--- config.mk ---
export PLATFORM = sky130hd
export DESIGN_NAME = cla_seq_ctrl
export DESIGN_NICKNAME = d
export VERILOG_FILES = /design/src/rtl/cla_seq_ctrl_pkg.sv /design/src/rtl/cla_seq_ctrl_chunk.sv /design/src/rtl/cla_seq_ctrl.sv
export SDC_FILE = /design/constraint.sdc
export NUM_CORES = 1
export LEC_CHECK = 0
export CORE_MARGIN = 2
export CORE_UTILIZATION = 40
export CTS_CLUSTER_SIZE = 24
export DETAILED_ROUTE_END_ITERATION = 8
export PLACE_DENSITY = 0.66
export SLEW_MARGIN = 0
export SYNTH_ARGS = -nofsm -noshare
export SYNTH_HDL_FRONTEND = slang
export SYNTH_SLANG_ARGS = --single-unit
--- constraint.sdc ---
create_clock -name clk -period 6.76 [get_ports clk]
set_clock_uncertainty 0.1 [all_clocks]
set_input_delay 1.014 -clock clk [delete_from_list [all_inputs] [get_ports clk]]
set_output_delay 1.014 -clock clk [all_outputs]
set_load 0.05 [all_outputs]
--- src/rtl/cla_seq_ctrl_pkg.sv ---
// Shared definitions for the chunked add/subtract sequencer: FSM encoding and default sizes.
package cla_seq_ctrl_pkg;

   typedef enum logic [1:0] {
      ST_IDLE = 2'b00,
      ST_RUN  = 2'b01,
      ST_DONE = 2'b10
   } state_t;

   localparam int DEF_WIDTH = 32;
   localparam int DEF_CHUNK = 4;

endpackage

--- src/rtl/cla_seq_ctrl_chunk.sv ---
// CHUNK-bit carry-lookahead slice built from full_adder cells; purely combinational.
// Also exposes the carry into its top bit so the caller can derive signed overflow.
module full_adder (
   input  logic a,
   input  logic b,
   input  logic ci,
   output logic s,
   output logic p,
   output logic g
);

   assign s = a ^ b ^ ci;
   assign p = a | b;
   assign g = a & b;

endmodule

module cla_chunk #(
   parameter int CHUNK = 4
) (
   input  logic [CHUNK-1:0] a,
   input  logic [CHUNK-1:0] b,
   input  logic             ci,
   output logic [CHUNK-1:0] s,
   output logic             co,
   output logic             c_msb
);

   logic [CHUNK-1:0] p;
   logic [CHUNK-1:0] g;
   logic [CHUNK:0]   c;

   for (genvar i = 0; i < CHUNK; i++) begin : g_fa
      full_adder u_fa (
         .a  (a[i]),
         .b  (b[i]),
         .ci (c[i]),
         .s  (s[i]),
         .p  (p[i]),
         .g  (g[i])
      );
   end

   // p = a|b is sufficient for the carry term; the sum bit uses a^b inside the cell.
   always_comb begin
      c    = '0;
      c[0] = ci;
      for (int i = 0; i < CHUNK; i++) begin
         c[i+1] = g[i] | (p[i] & c[i]);
      end
   end

   assign co    = c[CHUNK];
   assign c_msb = c[CHUNK-1];

endmodule

--- src/rtl/cla_seq_ctrl.sv ---
// Multi-cycle add/subtract: one CHUNK-bit lookahead slice reused LSB chunk first, one chunk per clock.
// Result valid NCHUNK+1 edges after accept; held in DONE until out_ready, no overlap of operations.
module cla_seq_ctrl
   import cla_seq_ctrl_pkg::*;
#(
   parameter int WIDTH = DEF_WIDTH,
   parameter int CHUNK = DEF_CHUNK
) (
   input  logic             clk,
   input  logic             rst,
   input  logic             in_valid,
   output logic             in_ready,
   input  logic [WIDTH-1:0] a,
   input  logic [WIDTH-1:0] b,
   input  logic             sub,
   input  logic             cin,
   output logic             out_valid,
   input  logic             out_ready,
   output logic [WIDTH-1:0] sum,
   output logic             cout,
   output logic             ovf
);

   localparam int NCHUNK = WIDTH / CHUNK;
   localparam int IDXW   = (NCHUNK > 1) ? $clog2(NCHUNK) : 1;
   localparam logic [IDXW-1:0] LAST_IDX = IDXW'(NCHUNK - 1);

   state_t           state;
   logic [WIDTH-1:0] a_reg;
   logic [WIDTH-1:0] b_reg;
   logic             carry;
   logic [IDXW-1:0]  idx;

   logic [CHUNK-1:0] a_chunks [NCHUNK];
   logic [CHUNK-1:0] b_chunks [NCHUNK];
   logic [CHUNK-1:0] a_cur;
   logic [CHUNK-1:0] b_cur;
   logic [CHUNK-1:0] s_cur;
   logic             co_cur;
   logic             cmsb_cur;

   for (genvar k = 0; k < NCHUNK; k++) begin : g_split
      assign a_chunks[k] = a_reg[k*CHUNK +: CHUNK];
      assign b_chunks[k] = b_reg[k*CHUNK +: CHUNK];
   end

   assign a_cur = a_chunks[idx];
   assign b_cur = b_chunks[idx];

   cla_chunk #(
      .CHUNK (CHUNK)
   ) u_slice (
      .a     (a_cur),
      .b     (b_cur),
      .ci    (carry),
      .s     (s_cur),
      .co    (co_cur),
      .c_msb (cmsb_cur)
   );

   always_ff @(posedge clk) begin
      if (rst) begin
         state     <= ST_IDLE;
         in_ready  <= 1'b1;
         out_valid <= 1'b0;
         sum       <= '0;
         cout      <= 1'b0;
         ovf       <= 1'b0;
         idx       <= '0;
         carry     <= 1'b0;
         a_reg     <= '0;
         b_reg     <= '0;
      end else begin
         case (state)
            ST_IDLE: begin
               if (in_valid && in_ready) begin
                  // Subtraction is A + ~B + 1, so the slice never needs to know the op.
                  a_reg    <= a;
                  b_reg    <= sub ? ~b : b;
                  carry    <= sub ? 1'b1 : cin;
                  idx      <= '0;
                  in_ready <= 1'b0;
                  state    <= ST_RUN;
               end
            end
            ST_RUN: begin
               for (int k = 0; k < NCHUNK; k++) begin
                  if (idx == IDXW'(k)) begin
                     sum[k*CHUNK +: CHUNK] <= s_cur;
                  end
               end
               carry <= co_cur;
               if (idx == LAST_IDX) begin
                  cout  <= co_cur;
                  ovf   <= cmsb_cur ^ co_cur;
                  state <= ST_DONE;
               end else begin
                  idx <= idx + 1'b1;
               end
            end
            ST_DONE: begin
               // First DONE cycle raises out_valid; handshake only once it is visible.
               if (!out_valid) begin
                  out_valid <= 1'b1;
               end else if (out_ready) begin
                  out_valid <= 1'b0;
                  in_ready  <= 1'b1;
                  state     <= ST_IDLE;
               end
            end
            default: begin
               state     <= ST_IDLE;
               in_ready  <= 1'b1;
               out_valid <= 1'b0;
            end
         endcase
      end
   end

endmodule

Yosys cells after proc, flatten, opt, wreduce, memory -nomap -nowiden
Cells that the tools add are included.
{ "word_totals": {"in_bits": 70, "out_inout_bits": 36, "reg_bits": 106} }
{ "classes": {"mux": 25, "n_eq_ne": 14, "bitwise_logic": 28, "addsub": 1, "n_reduce_logical": 18, "n_lt_le_gt_ge": 1} }
{ "op_table": {"columns": ["operator", "count"], "rows": [
  ["32-bit two-way mux", 1],
  ["32-bit inverter", 1],
  ["4-bit binary-select mux with 3-bit select", 2],
  ["2-bit AND reduction", 10],
  ["4-bit two-way mux", 4],
  ["3-bit == test (second input constant)", 4],
  ["2-bit inequality test (second input constant)", 5],
  ["1-bit bitwise XOR", 9],
  ["1-bit AND", 8],
  ["2-bit two-way mux", 4],
  ["1-bit bitwise OR", 8],
  ["4-bit AND reduction", 2],
  ["1-bit two-way mux", 7],
  ["3-bit by 2-bit == test with 1-bit output (second input constant)", 2],
  ["3-bit two-way mux", 2],
  ["2-bit case mux with 3 select lines", 1],
  ["3-bit case mux with 2 select lines", 1],
  ["4-bit greater-or-equal comparator (second input constant)", 1],
  ["3-bit inverter with 4-bit output", 1],
  ["1-bit case mux with 2 select lines", 2],
  ["3-bit by 1-bit adder with 3-bit output (second input constant)", 1],
  ["3-bit by 1-bit == test with 1-bit output (second input constant)", 1],
  ["3-bit zero test", 1],
  ["1-bit case mux with 3 select lines", 1],
  ["other kinds (8)", 8]
]} }

Longest topological paths before layout
Gate-level depths: netlist of the first run.
{ "logic_depth": {"ltp_word": 14, "depth_mapped": 13, "mapped_depth_nobuf": 11} }

Cells and area by module
Synthesis of the first run repeated with hierarchy kept, for this count alone.
{ "hier_totals": {"cells_unflattened": 527, "area_unflattened_um2": 5012.3} }
{ "modules_own_cells": {"columns": ["module", "area_per_inst_um2", "cells_each", "instances"], "rows": [
  ["cla_seq_ctrl", 4793.3, 498, 1],
  ["full_adder", 45.0, 6, 4],
  ["cla_chunk", 38.8, 5, 1]
]} }

Least setup slack after synthesis of the first run
OpenSTA, ideal clock, no wires.
{ "synth_path": {"path_kind": "reg-to-reg", "start": "register idx[0]", "end": "register sum[3]", "t_arrival_ns": 3.199, "required_time_ns": 6.574, "path_buffers": 3, "synth_period_minus_slack_ns": 3.385, "path_slack_ns": 3.375, "stages_incl_launch_ff": 13, "path_cell_list": "dfxtp_1 > buf_6 > buf_4 > mux4_2 > mux2i_1 > fa_1 > inv_1 > fa_1 > fa_1 > inv_1 > fa_1 > buf_1 > a211oi_1"} }
{ "synth_via": {"elab_chain_cells": 12, "word_cells_on_any_way": 23, "cone_classes": "mux: 6; bitwise: 15; reduce/logical: 2"} }
{ "synth_rtl": {"columns": ["item", "line_no", "rtl"], "rows": [
  ["start, declared", "cla_seq_ctrl.sv:32", "logic [IDXW-1:0] idx;"],
  ["start signal, assigned", "cla_seq_ctrl.sv:98", "idx <= idx + 1'b1;"],
  ["3-bit inverter with 4-bit output (implied by the code)", "cla_seq_ctrl.sv:47, cla_seq_ctrl.sv:48", null],
  ["4-bit binary-select mux with 3-bit select (on tied branches)", "cla_seq_ctrl.sv:47, cla_seq_ctrl.sv:48", null],
  ["4-bit two-way mux (on tied branches) (2 in series)", "cla_seq_ctrl.sv:47, cla_seq_ctrl.sv:48", null],
  ["1-bit bitwise OR", "cla_seq_ctrl_chunk.sv:13", "assign p = a | b;"],
  ["1-bit AND", "cla_seq_ctrl_chunk.sv:49", "c[i+1] = g[i] | (p[i] & c[i]);"],
  ["1-bit bitwise OR", "cla_seq_ctrl_chunk.sv:49", null],
  ["1-bit AND", "cla_seq_ctrl_chunk.sv:49", null],
  ["1-bit bitwise OR", "cla_seq_ctrl_chunk.sv:49", null],
  ["1-bit AND", "cla_seq_ctrl_chunk.sv:49", null],
  ["1-bit bitwise OR", "cla_seq_ctrl_chunk.sv:49", null],
  ["1-bit bitwise XOR", "cla_seq_ctrl_chunk.sv:12", "assign s = a ^ b ^ ci;"],
  ["end signal, assigned by index", "cla_seq_ctrl.sv:89", "sum[k*CHUNK +: CHUNK] <= s_cur;"],
  ["end, declared", "cla_seq_ctrl.sv:19", "output logic [WIDTH-1:0] sum,"]
]} }
Several ways; a longest one is shown, not always the timed one. The select of a mux whose other input is x is not followed.
A chain may end at the register's enable or synchronous reset.

Worst setup path after layout of the first run
{ "layout_path": {"start": "register idx[1]", "end": "register sum[27]"} }
Same word-level chain as after synthesis.

==> results of run 1 <==
-- synthesized netlist by cell type (all sizes together) (2+ instances only) --
| master | n | area share (%) |
|---|---|---|
| o31ai | 2 | 0.31 |
| a21oi | 38 | 4.0 |
| xnor2 | 33 | 6.1 |
| buf | 38 | 4.9 |
| fa | 4 | 1.7 |
| mux4 | 16 | 7.6 |
| a211oi | 49 | 7.8 |
| mux2i | 21 | 4.4 |
| ha | 6 | 1.6 |
| and3b | 2 | 0.42 |
| and4b | 3 | 0.68 |
| nor4 | 2 | 0.26 |
| dfxtp | 106 | 44 |
| nor2 | 69 | 5.4 |
| clkbuf | 12 | 0.94 |
| nand2 | 79 | 6.2 |
| and4bb | 4 | 1.0 |
| inv | 7 | 0.55 |
| or3 | 3 | 0.39 |
-- placed cells by master, fill, tap and decap left out, types with 4 or more instances in the layout --
cell               n
clkdlybuf4s50_1  103
clkbuf_16          9
nand2_1           79
xnor2_1           33
fa_1               4
nor2_1            69
mux2i_1           21
mux4_2            16
inv_1              6
a21oi_1           38
a211oi_1          48
ha_1               6
dfxtp_1          106
-- per-layer routing --
metal / part of all wire [%] / global-route usage, % / up-vias
met2: 47 / 27.6 / 81
met3: 4.3 / 3.37 / 7
met1: 48 / 23.4 / 1671
met4: 0.89 / 4.63 / 0
met5: 0 / 0 / -
li1: - / - / 1852
-- power by group --
part | internal [mW] | switching [mW]
clock network | 0.247 | 0.222
logic | 0.123 | 0.135
registers | 0.667 | 0.0293
total | 1.04 | 0.387
-- final timing paths --
path                    to  slack [ns]  cells after the start
setup reg to reg   sum[27]        2.93                      9
hold reg to reg   a_reg[1]        0.36                      2
setup / recovery   sum[27]        2.93                      9
hold / removal    a_reg[1]        0.36                      2
-- layout make-up --
type | count | area [µm²] | share of cell area [%]
Clock buffer | 10 | 229 | 3.82
Clock inverter | 5 | 32.5 | 0.543
Inverter | 7 | 26.3 | 0.438
Multi-Input combinational cell | 338 | 2350 | 39.2
Sequential cell | 106 | 2120 | 35.4
Tap cell | 143 | 179 | 2.98
Timing Repair Buffer | 107 | 1060 | 17.7
-- cell families (layout without fill, tap and decap cells) --
kind of cell,count (synthesis),after routing,synth area share [%]
multiplexers,37,37,12.0
AND/OR/NAND/NOR,166,166,15.2
buffers and inverters,57,129,6.35
XOR/XNOR,33,33,6.06
adder cells (fa/ha/maj),10,10,3.25
flip-flops,106,106,44.5
AO/OA/AOI/OAI,92,92,12.7
-- worst max-delay path: stages, from the launching register on --
cell	delay [ns]
dfxtp_1	0.92
mux4_2	0.59
mux2i_1	0.18
fa_1	0.20
inv_1	0.05
fa_1	0.38
fa_1	0.41
inv_1	0.08
fa_1	0.53
a211oi_1	0.26
==> results.sh, run 1 <==
export IMPL_outcome="finished with violations"
export IMPL_dr_pass1_iters=9
export IMPL_final_core_util_pct=52.1
export IMPL_die_width_um=113
export IMPL_ctsHoldBuffers=0
export IMPL_ant_nets=0
export IMPL_arrival_ns=3.97
export IMPL_crit_required_ns=6.90
export IMPL_ys_ff_latch=106
export IMPL_rr_startpoint="idx[1]"
export IMPL_hold_ws_ns=0.358
export IMPL_stdcell_area_mm2=0.00600
export IMPL_slew_limit_headroom_pct=26.0
export IMPL_finalSetupViolations=0
export IMPL_fin_crit_ns=3.83
export IMPL_netlist_instances=501
export IMPL_rsz0062_at_grt="no"
export IMPL_h_tree_depth=3
export IMPL_worst_ir_drop_vdd_uv=121
export IMPL_yosysWarnings=0
export IMPL_power_density_mw_per_mm2=237
export IMPL_postCtsSetupRepairBufs=0
export IMPL_grt_pass1_wl_um=17800
export IMPL_pin_count=106
export IMPL_failed_checks="design-rule violations"
export IMPL_syn_cell_area_mm2=0.00477
export IMPL_wl_um=10600
export IMPL_drive_above_1_share_pct=7.85
export IMPL_synth_area_per_cell_um2=9.52
export IMPL_hp_class="flop to flop"
export IMPL_route_detailed_wl_per_inst_um=14.8
export IMPL_viasPerCell=5.04
export IMPL_first_global_vias=3581
export IMPL_stdcell_count=716
export IMPL_post_dp_hpwl_um=7570
export IMPL_worstMarginPinSlew_ns=1.11
export IMPL_cap_viol_max_count=0
export IMPL_ys_seq_area_share_pct=44.5
export IMPL_fin_ws_ns=2.93
export IMPL_start_util_pct=41.4
export IMPL_cts_buffers=9
export IMPL_fillCellCount=1082
export IMPL_cp_max_fo=19
export IMPL_final_max_slew_viol_count=0
export IMPL_antenna_found_initial=0
export IMPL_fin_setup_tns_ns=0
export IMPL_synth_async_reset_ratio_pct=0
export IMPL_cp_end_kind="flop"
export IMPL_crit_type="flop to flop"
export IMPL_row_count=39
export IMPL_cts_resized_gates=0
export IMPL_die_y_um=113
export IMPL_final_hold_violation_count=0
export IMPL_hp_start="a_reg[1]"
export IMPL_clk_insertion_delay_late_ns=0.34
export IMPL_grt_max_degree=113
export IMPL_min_period_over_period_pct=56.7
export IMPL_synth_nets=581
export IMPL_total_power_mw=1.42
export IMPL_place_inst=701
export IMPL_dp_worst_setup_slack_ns=2.95
export IMPL_drt_iter0_drc=172
export IMPL_die_area_mm2=0.0128
export IMPL_vias=3611
export IMPL_core_mm2=0.0115
export IMPL_worst_setup_path_start_kind="flop"
export IMPL_worstSetupStartpoint="idx[1]"
export IMPL_final_nets=649
export IMPL_cts_clk_slew_worst_paths_ns=0.07
export IMPL_synth_cell_type_count=32
export IMPL_cts_root_buf="clkbuf_16"
export IMPL_placed_cell_area_mm2=0.00573
export IMPL_numPortBuffers=105
export IMPL_drc=7
export IMPL_routabilityCongestion=0.742
export IMPL_track_usage_pct=17.0
export IMPL_overflow=0
export IMPL_cts_tree="yes"
export IMPL_cts_buffer_depth=2
export IMPL_p_leak_nw=2.06
export IMPL_antenna_cells=0
export IMPL_areaGrowthSynthToFinish_pct=25.7
export IMPL_synth_edf_count=0
export IMPL_synth_ff_type="dfxtp_1"
export IMPL_cts_sinks=106
export IMPL_clock_fmax_mhz=261
No activity file was read; power rests on OpenSTA's default activity.
==> run 2: changes to the inputs <==
Clock period 6.76 ns to 3.75 ns, I/O delays scaled along.
==> run 2 against run 1 <==
Effect of this change: the run still ends with design-rule violations left; non-clock buffer count rose by 5; die area unchanged; fmax rose by 14%; cell area up 1.4%; via count rose by 2.2%; flip-flop and latch count stayed put; critical path depth stayed put; sequential share of layout area shrank 0.48 points; global-route usage increased by 0.23 points; critical endpoint is now sum[23]; largest power group unchanged; highest routed layer unchanged.
==> results.sh, run 2 (synthesis results as in run 1) <==
export IMPL_outcome="finished with violations"
export IMPL_failed_checks="design-rule violations"
export IMPL_cp_end_kind="flop"
export IMPL_areaGrowthSynthToFinish_pct=27.5
export IMPL_overflow=0
export IMPL_cts_buffer_depth=2
export IMPL_holdPathEnd="a_reg[16]"
export IMPL_crit_type="flop to flop"
export IMPL_numPortBuffers=105
export IMPL_cp_max_fo=8
export IMPL_min_period_over_period_pct=90.0
export IMPL_rr_startpoint="idx[0]"
export IMPL_viasPerCell=5.12
export IMPL_hp_start="a_reg[16]"
export IMPL_die_y_um=113
export IMPL_finalSetupViolations=0
export IMPL_postCtsSetupRepairBufs=0
export IMPL_track_usage_pct=17.3
export IMPL_die_area_mm2=0.0128
export IMPL_pin_count=106
export IMPL_reg2reg_slack_ns=0.38
export IMPL_grt_max_degree=80
export IMPL_final_hold_violation_count=0
export IMPL_worst_ir_drop_vdd_uv=201
export IMPL_hold_ws_ns=0.356
export IMPL_start_util_pct=41.4
export IMPL_slew_limit_headroom_pct=41.6
export IMPL_drc=8
export IMPL_route_detailed_wl_per_inst_um=14.6
export IMPL_cts_tree="yes"
export IMPL_drt_iter0_drc=201
export IMPL_dr_pass1_iters=7
export IMPL_cts_sinks=106
export IMPL_power_density_mw_per_mm2=444
export IMPL_seq_area_mm2=0.00212
export IMPL_grt_pass1_wl_um=17800
export IMPL_dp_worst_setup_slack_ns=0.222
export IMPL_h_tree_depth=3
export IMPL_cts_buffers=9
export IMPL_row_count=39
export IMPL_layout_common_cells="dfxtp_1 (105), clkdlybuf4s50_1 (103), nand2_1 (79)"
export IMPL_cts_root_buf="clkbuf_16"
export IMPL_fillCellCount=1059
export IMPL_multi_input_area_mm2=0.00235
export IMPL_path_cells="mux4_2 -> mux2i_1 -> fa_1 -> inv_1 -> fa_1 -> fa_1 -> inv_1 -> fa_1 -> a211oi_1"
export IMPL_r2r_end="sum[23]"
export IMPL_antenna_found_initial=0
export IMPL_arrival_ns=3.51
export IMPL_rsz0062_at_grt="no"
export IMPL_p_leak_nw=2.11
export IMPL_crit_top_cell="fa_1"
export IMPL_crit_path_max_incr_delay_ns=0.54
export IMPL_final_nets=654
export IMPL_cts_clk_slew_worst_paths_ns=0.06
export IMPL_post_dp_hpwl_um=7710
export IMPL_reg2reg_depth=9
export IMPL_worst_setup_path_start_kind="flop"
export IMPL_die_width_um=113
export IMPL_final_core_util_pct=52.8
export IMPL_vias=3689
export IMPL_wl_um=10500
export IMPL_first_global_vias=3749
export IMPL_fin_setup_tns_ns=0
export IMPL_ant_nets=0
export IMPL_crit_required_ns=3.89
export IMPL_cap_viol_max_count=0
export IMPL_clk_insertion_delay_late_ns=0.34
export IMPL_drive_above_1_share_pct=8.65
export IMPL_fin_ws_ns=0.377
export IMPL_hp_class="flop to flop"
export IMPL_critPathSlowestCell="mux4_2"
export IMPL_final_max_slew_viol_count=0
export IMPL_hold_depth=2
export IMPL_layout_commonest_cell="dfxtp_1"
export IMPL_antenna_cells=0
export IMPL_core_mm2=0.0115
export IMPL_routabilityCongestion=0.806
export IMPL_fin_crit_ns=3.37
export IMPL_clock_fmax_mhz=296
export IMPL_worstMarginPinSlew_ns=0.876
-- run 2: changes by cell type in the layout (fill, tap and decap cells not counted), sizes merged --
cell      change
buf           +5
bufinv        +2
clkinv        -2
clkinvlp      -2
clkbuf        +1
inv           +1
-- run 2: how the worst max path moves through the flow --
| stage | startpoint | end | cells after the start |
|---|---|---|---|
| 5_1_grt | idx[0] | sum[27] | 9 |
| 2_1_floorplan | idx[0] | sum[3] | 12 |
| 4_1_cts | idx[0] | sum[23] | 9 |
| 6_report | idx[0] | sum[23] | 9 |
| 3_3_place_gp | idx[0] | sum[11] | 9 |
| 3_5_place_dp | idx[0] | sum[7] | 9 |
-- run 2: where the power goes --
group          internal [mW]  total [mW]  switching, mW  leakage (nW)
Clock                  0.584       0.978          0.394         0.146
Sequential              1.20        1.25         0.0493         0.865
Combinational          0.224       0.472          0.247          1.10
-- run 2: stage by stage --
step	total power, mW	instances	cell area, µm²
2_1_floorplan	1.60	501	4770
3_3_place_gp	1.74	706	5770
3_5_place_dp	1.75	706	5770
4_1_cts	2.73	721	6080
5_1_grt	2.82	721	6080
6_report	2.70	721	6080
-- run 2: layout make-up --
class                   count  share of cell area, %
multi-input cells         338                   38.6
well taps                 143                   2.94
clock buffers              11                   3.83
clock inverters             4                   1.25
inverters                   7                  0.432
flip-flops and latches    106                   34.9
repair buffers            112                   18.0
-- run 2: timing repair --
item,CTS,global route
resized for setup,0,1
hold buffers,0,0
setup endpoints to repair,0,7
-- run 2: worst max-delay path: cells and delay by family (launching register included) --
family | cells | cell delay, ns
AOI/OAI and AO/OA | 1 | 0.27
adders and majority gates | 4 | 1.55
buffers and inverters | 2 | 0.13
DFF | 1 | 0.47
muxes | 2 | 0.76
-- run 2: routing by layer --
| metal | vias to the layer above | wire (µm) | track usage (%) |
|---|---|---|---|
| li1 | 1859 | - | - |
| met1 | 1719 | 4800 | 22.4 |
| met2 | 95 | 5060 | 29.1 |
| met3 | 16 | 489 | 2.89 |
| met4 | 0 | 190 | 6.34 |
| met5 | - | 0 | 0 |
==> run 3: changes to the inputs <==
Settings changed: DONT_BUFFER_PORTS set to 1, HOLD_SLACK_MARGIN set to 0.12, PLACE_DENSITY 0.66 to unset.
==> run 3 against run 2 <==
Effect of this change: routed wire length fell by 3.4%; sequential power barely moved; first-iteration DRC count is 16% higher; highest routed layer unchanged; the run still ends with design-rule violations left; die area unchanged; global-route usage decreased by 0.70 points; hold slack got worse by 0.17 ns; non-clock buffer count down 106; total power down 7.5%; register-to-register slack is essentially flat.
==> results.sh, run 3 (synthesis results as in run 1) <==
export IMPL_grt_pass1_wl_um=16800
export IMPL_vias=3265
export IMPL_ctsHoldBuffers=0
export IMPL_arrival_ns=3.53
export IMPL_p_leak_nw=1.70
export IMPL_numPortBuffers=0
export IMPL_worst_setup_path_start_kind="flop"
export IMPL_h_tree_depth=3
export IMPL_clock_fmax_mhz=296
export IMPL_fin_setup_tns_ns=0
export IMPL_track_usage_pct=16.6
export IMPL_cts_resized_gates=0
export IMPL_clk_insertion_delay_late_ns=0.35
export IMPL_slew_limit_headroom_pct=40.0
export IMPL_placed_cell_area_mm2=0.00472
export IMPL_cts_buffer_depth=2
export IMPL_cts_root_buf="clkbuf_16"
export IMPL_drive_above_1_share_pct=10.4
export IMPL_fin_crit_ns=3.38
export IMPL_worstMarginPinSlew_ns=0.900
export IMPL_core_mm2=0.0115
export IMPL_drc=8
export IMPL_postCtsSetupRepairBufs=0
export IMPL_routabilityCongestion=0.786
export IMPL_areaGrowthSynthToFinish_pct=4.83
export IMPL_ant_nets=0
export IMPL_cp_max_fo=8
export IMPL_start_util_pct=41.4
export IMPL_crit_buf_inv=2
export IMPL_power_density_mw_per_mm2=500
export IMPL_stdcell_area_mm2=0.00500
export IMPL_route_detailed_wl_per_inst_um=16.5
export IMPL_finalSetupViolations=0
export IMPL_die_width_um=113
export IMPL_cts_sinks=106
export IMPL_pin_count=106
export IMPL_post_dp_hpwl_um=7270
export IMPL_crit_top_cell="fa_1"
export IMPL_critPathSlowestCell="mux4_2"
export IMPL_rsz0062_at_grt="no"
export IMPL_stdcell_count=616
export IMPL_cp_end_kind="flop"
export IMPL_cts_buffers=9
export IMPL_antenna_cells=0
export IMPL_fillCellCount=1142
export IMPL_dr_pass1_iters=6
export IMPL_viasPerCell=5.30
export IMPL_hold_ws_ns=0.185
export IMPL_die_area_mm2=0.0128
export IMPL_worst_ir_drop_vdd_uv=262
export IMPL_path_cells="mux4_2 -> mux2i_1 -> fa_1 -> inv_1 -> fa_1 -> fa_1 -> inv_1 -> fa_1 -> a211oi_1"
export IMPL_final_hold_violation_count=0
export IMPL_cts_tree="yes"
export IMPL_outcome="finished with violations"
export IMPL_final_nets=548
export IMPL_layout_commonest_cell="dfxtp_1"
export IMPL_wl_um=10200
export IMPL_drt_iter0_drc=234
export IMPL_failed_checks="design-rule violations"
export IMPL_crit_required_ns=3.90
export IMPL_antenna_found_initial=0
export IMPL_layout_common_cells="dfxtp_1 (105), nand2_1 (79), nor2_1 (69)"
export IMPL_final_max_slew_viol_count=0
export IMPL_min_period_over_period_pct=90.2
export IMPL_row_count=39
export IMPL_grt_max_degree=113
export IMPL_crit_type="flop to flop"
export IMPL_cts_clk_slew_worst_paths_ns=0.07
export IMPL_overflow=0
export IMPL_cap_viol_max_count=0
export IMPL_total_power_mw=2.50
export IMPL_place_inst=600
export IMPL_die_y_um=113
export IMPL_first_global_vias=3252
export IMPL_crit_path_max_incr_delay_ns=0.53
export IMPL_path_delay_family="adder cells"
export IMPL_hp_class="input port to flop"
run 3: cell types whose count changed in the layout (fill, tap and decap cells not counted), sizes merged:
cell,before,now
buf,9,6
clkbuf,11,10
bufinv,2,0
clkinvlp,1,0
clkdlybuf4s50,103,0
inv,8,10
clkinv,0,3
run 3: path summary, 6_finish.rpt:
| path | startpoint | to | slack [ns] | cells after the start |
|---|---|---|---|---|
| worst max-delay path | idx[0] | sum[31] | 0.37 | 9 |
| worst min-delay path | rst | a_reg[6] | 0.18 | 1 |
| worst max register to register | idx[0] | sum[31] | 0.37 | 9 |
| worst min register to register | a_reg[18] | a_reg[18] | 0.35 | 2 |
run 3: per-stage QoR:
step	worst slack [ns]	utilization, %
floorplan	0.365	-
global placement	0.352	41.0
detailed placement	0.205	41.0
CTS	0.173	43.4
global route	0.146	43.4
finish	0.368	43.4
run 3: final cells by class:
cell class / instances / area (µm²) / area share (%)
clock buffer: 10 / 229 / 4.58
clock inverter: 6 / 48.8 / 0.976
timing repair buffer: 6 / 45.0 / 0.901
sequential: 106 / 2120 / 42.5
multi-input combinational: 338 / 2350 / 47.0
tap: 143 / 179 / 3.58
inverter: 7 / 26.3 / 0.526
run 3: report_power, final:
group | switching, mW | internal, mW | leakage (nW) | total (mW)
Clock | 0.426 | 0.459 | 0.138 | 0.886
Combinational | 0.183 | 0.153 | 0.700 | 0.336
Sequential | 0.0753 | 1.20 | 0.865 | 1.28
Total | 0.685 | 1.81 | 1.70 | 2.50
run 3: layer usage:
metal | global-route usage [%] | share of wire [%]
met5 | 0 | 0
met2 | 27.0 | 48
met1 | 21.0 | 44
met4 | 3.90 | 0.53
met3 | 6.16 | 7.2
run 3: worst register-to-register path: stages, from the launching register on:
cell	delay, ns
dfxtp_2	0.47
mux4_2	0.54
mux2i_1	0.21
fa_1	0.20
inv_1	0.05
fa_1	0.39
fa_1	0.43
inv_1	0.09
fa_1	0.53
a211oi_1	0.28
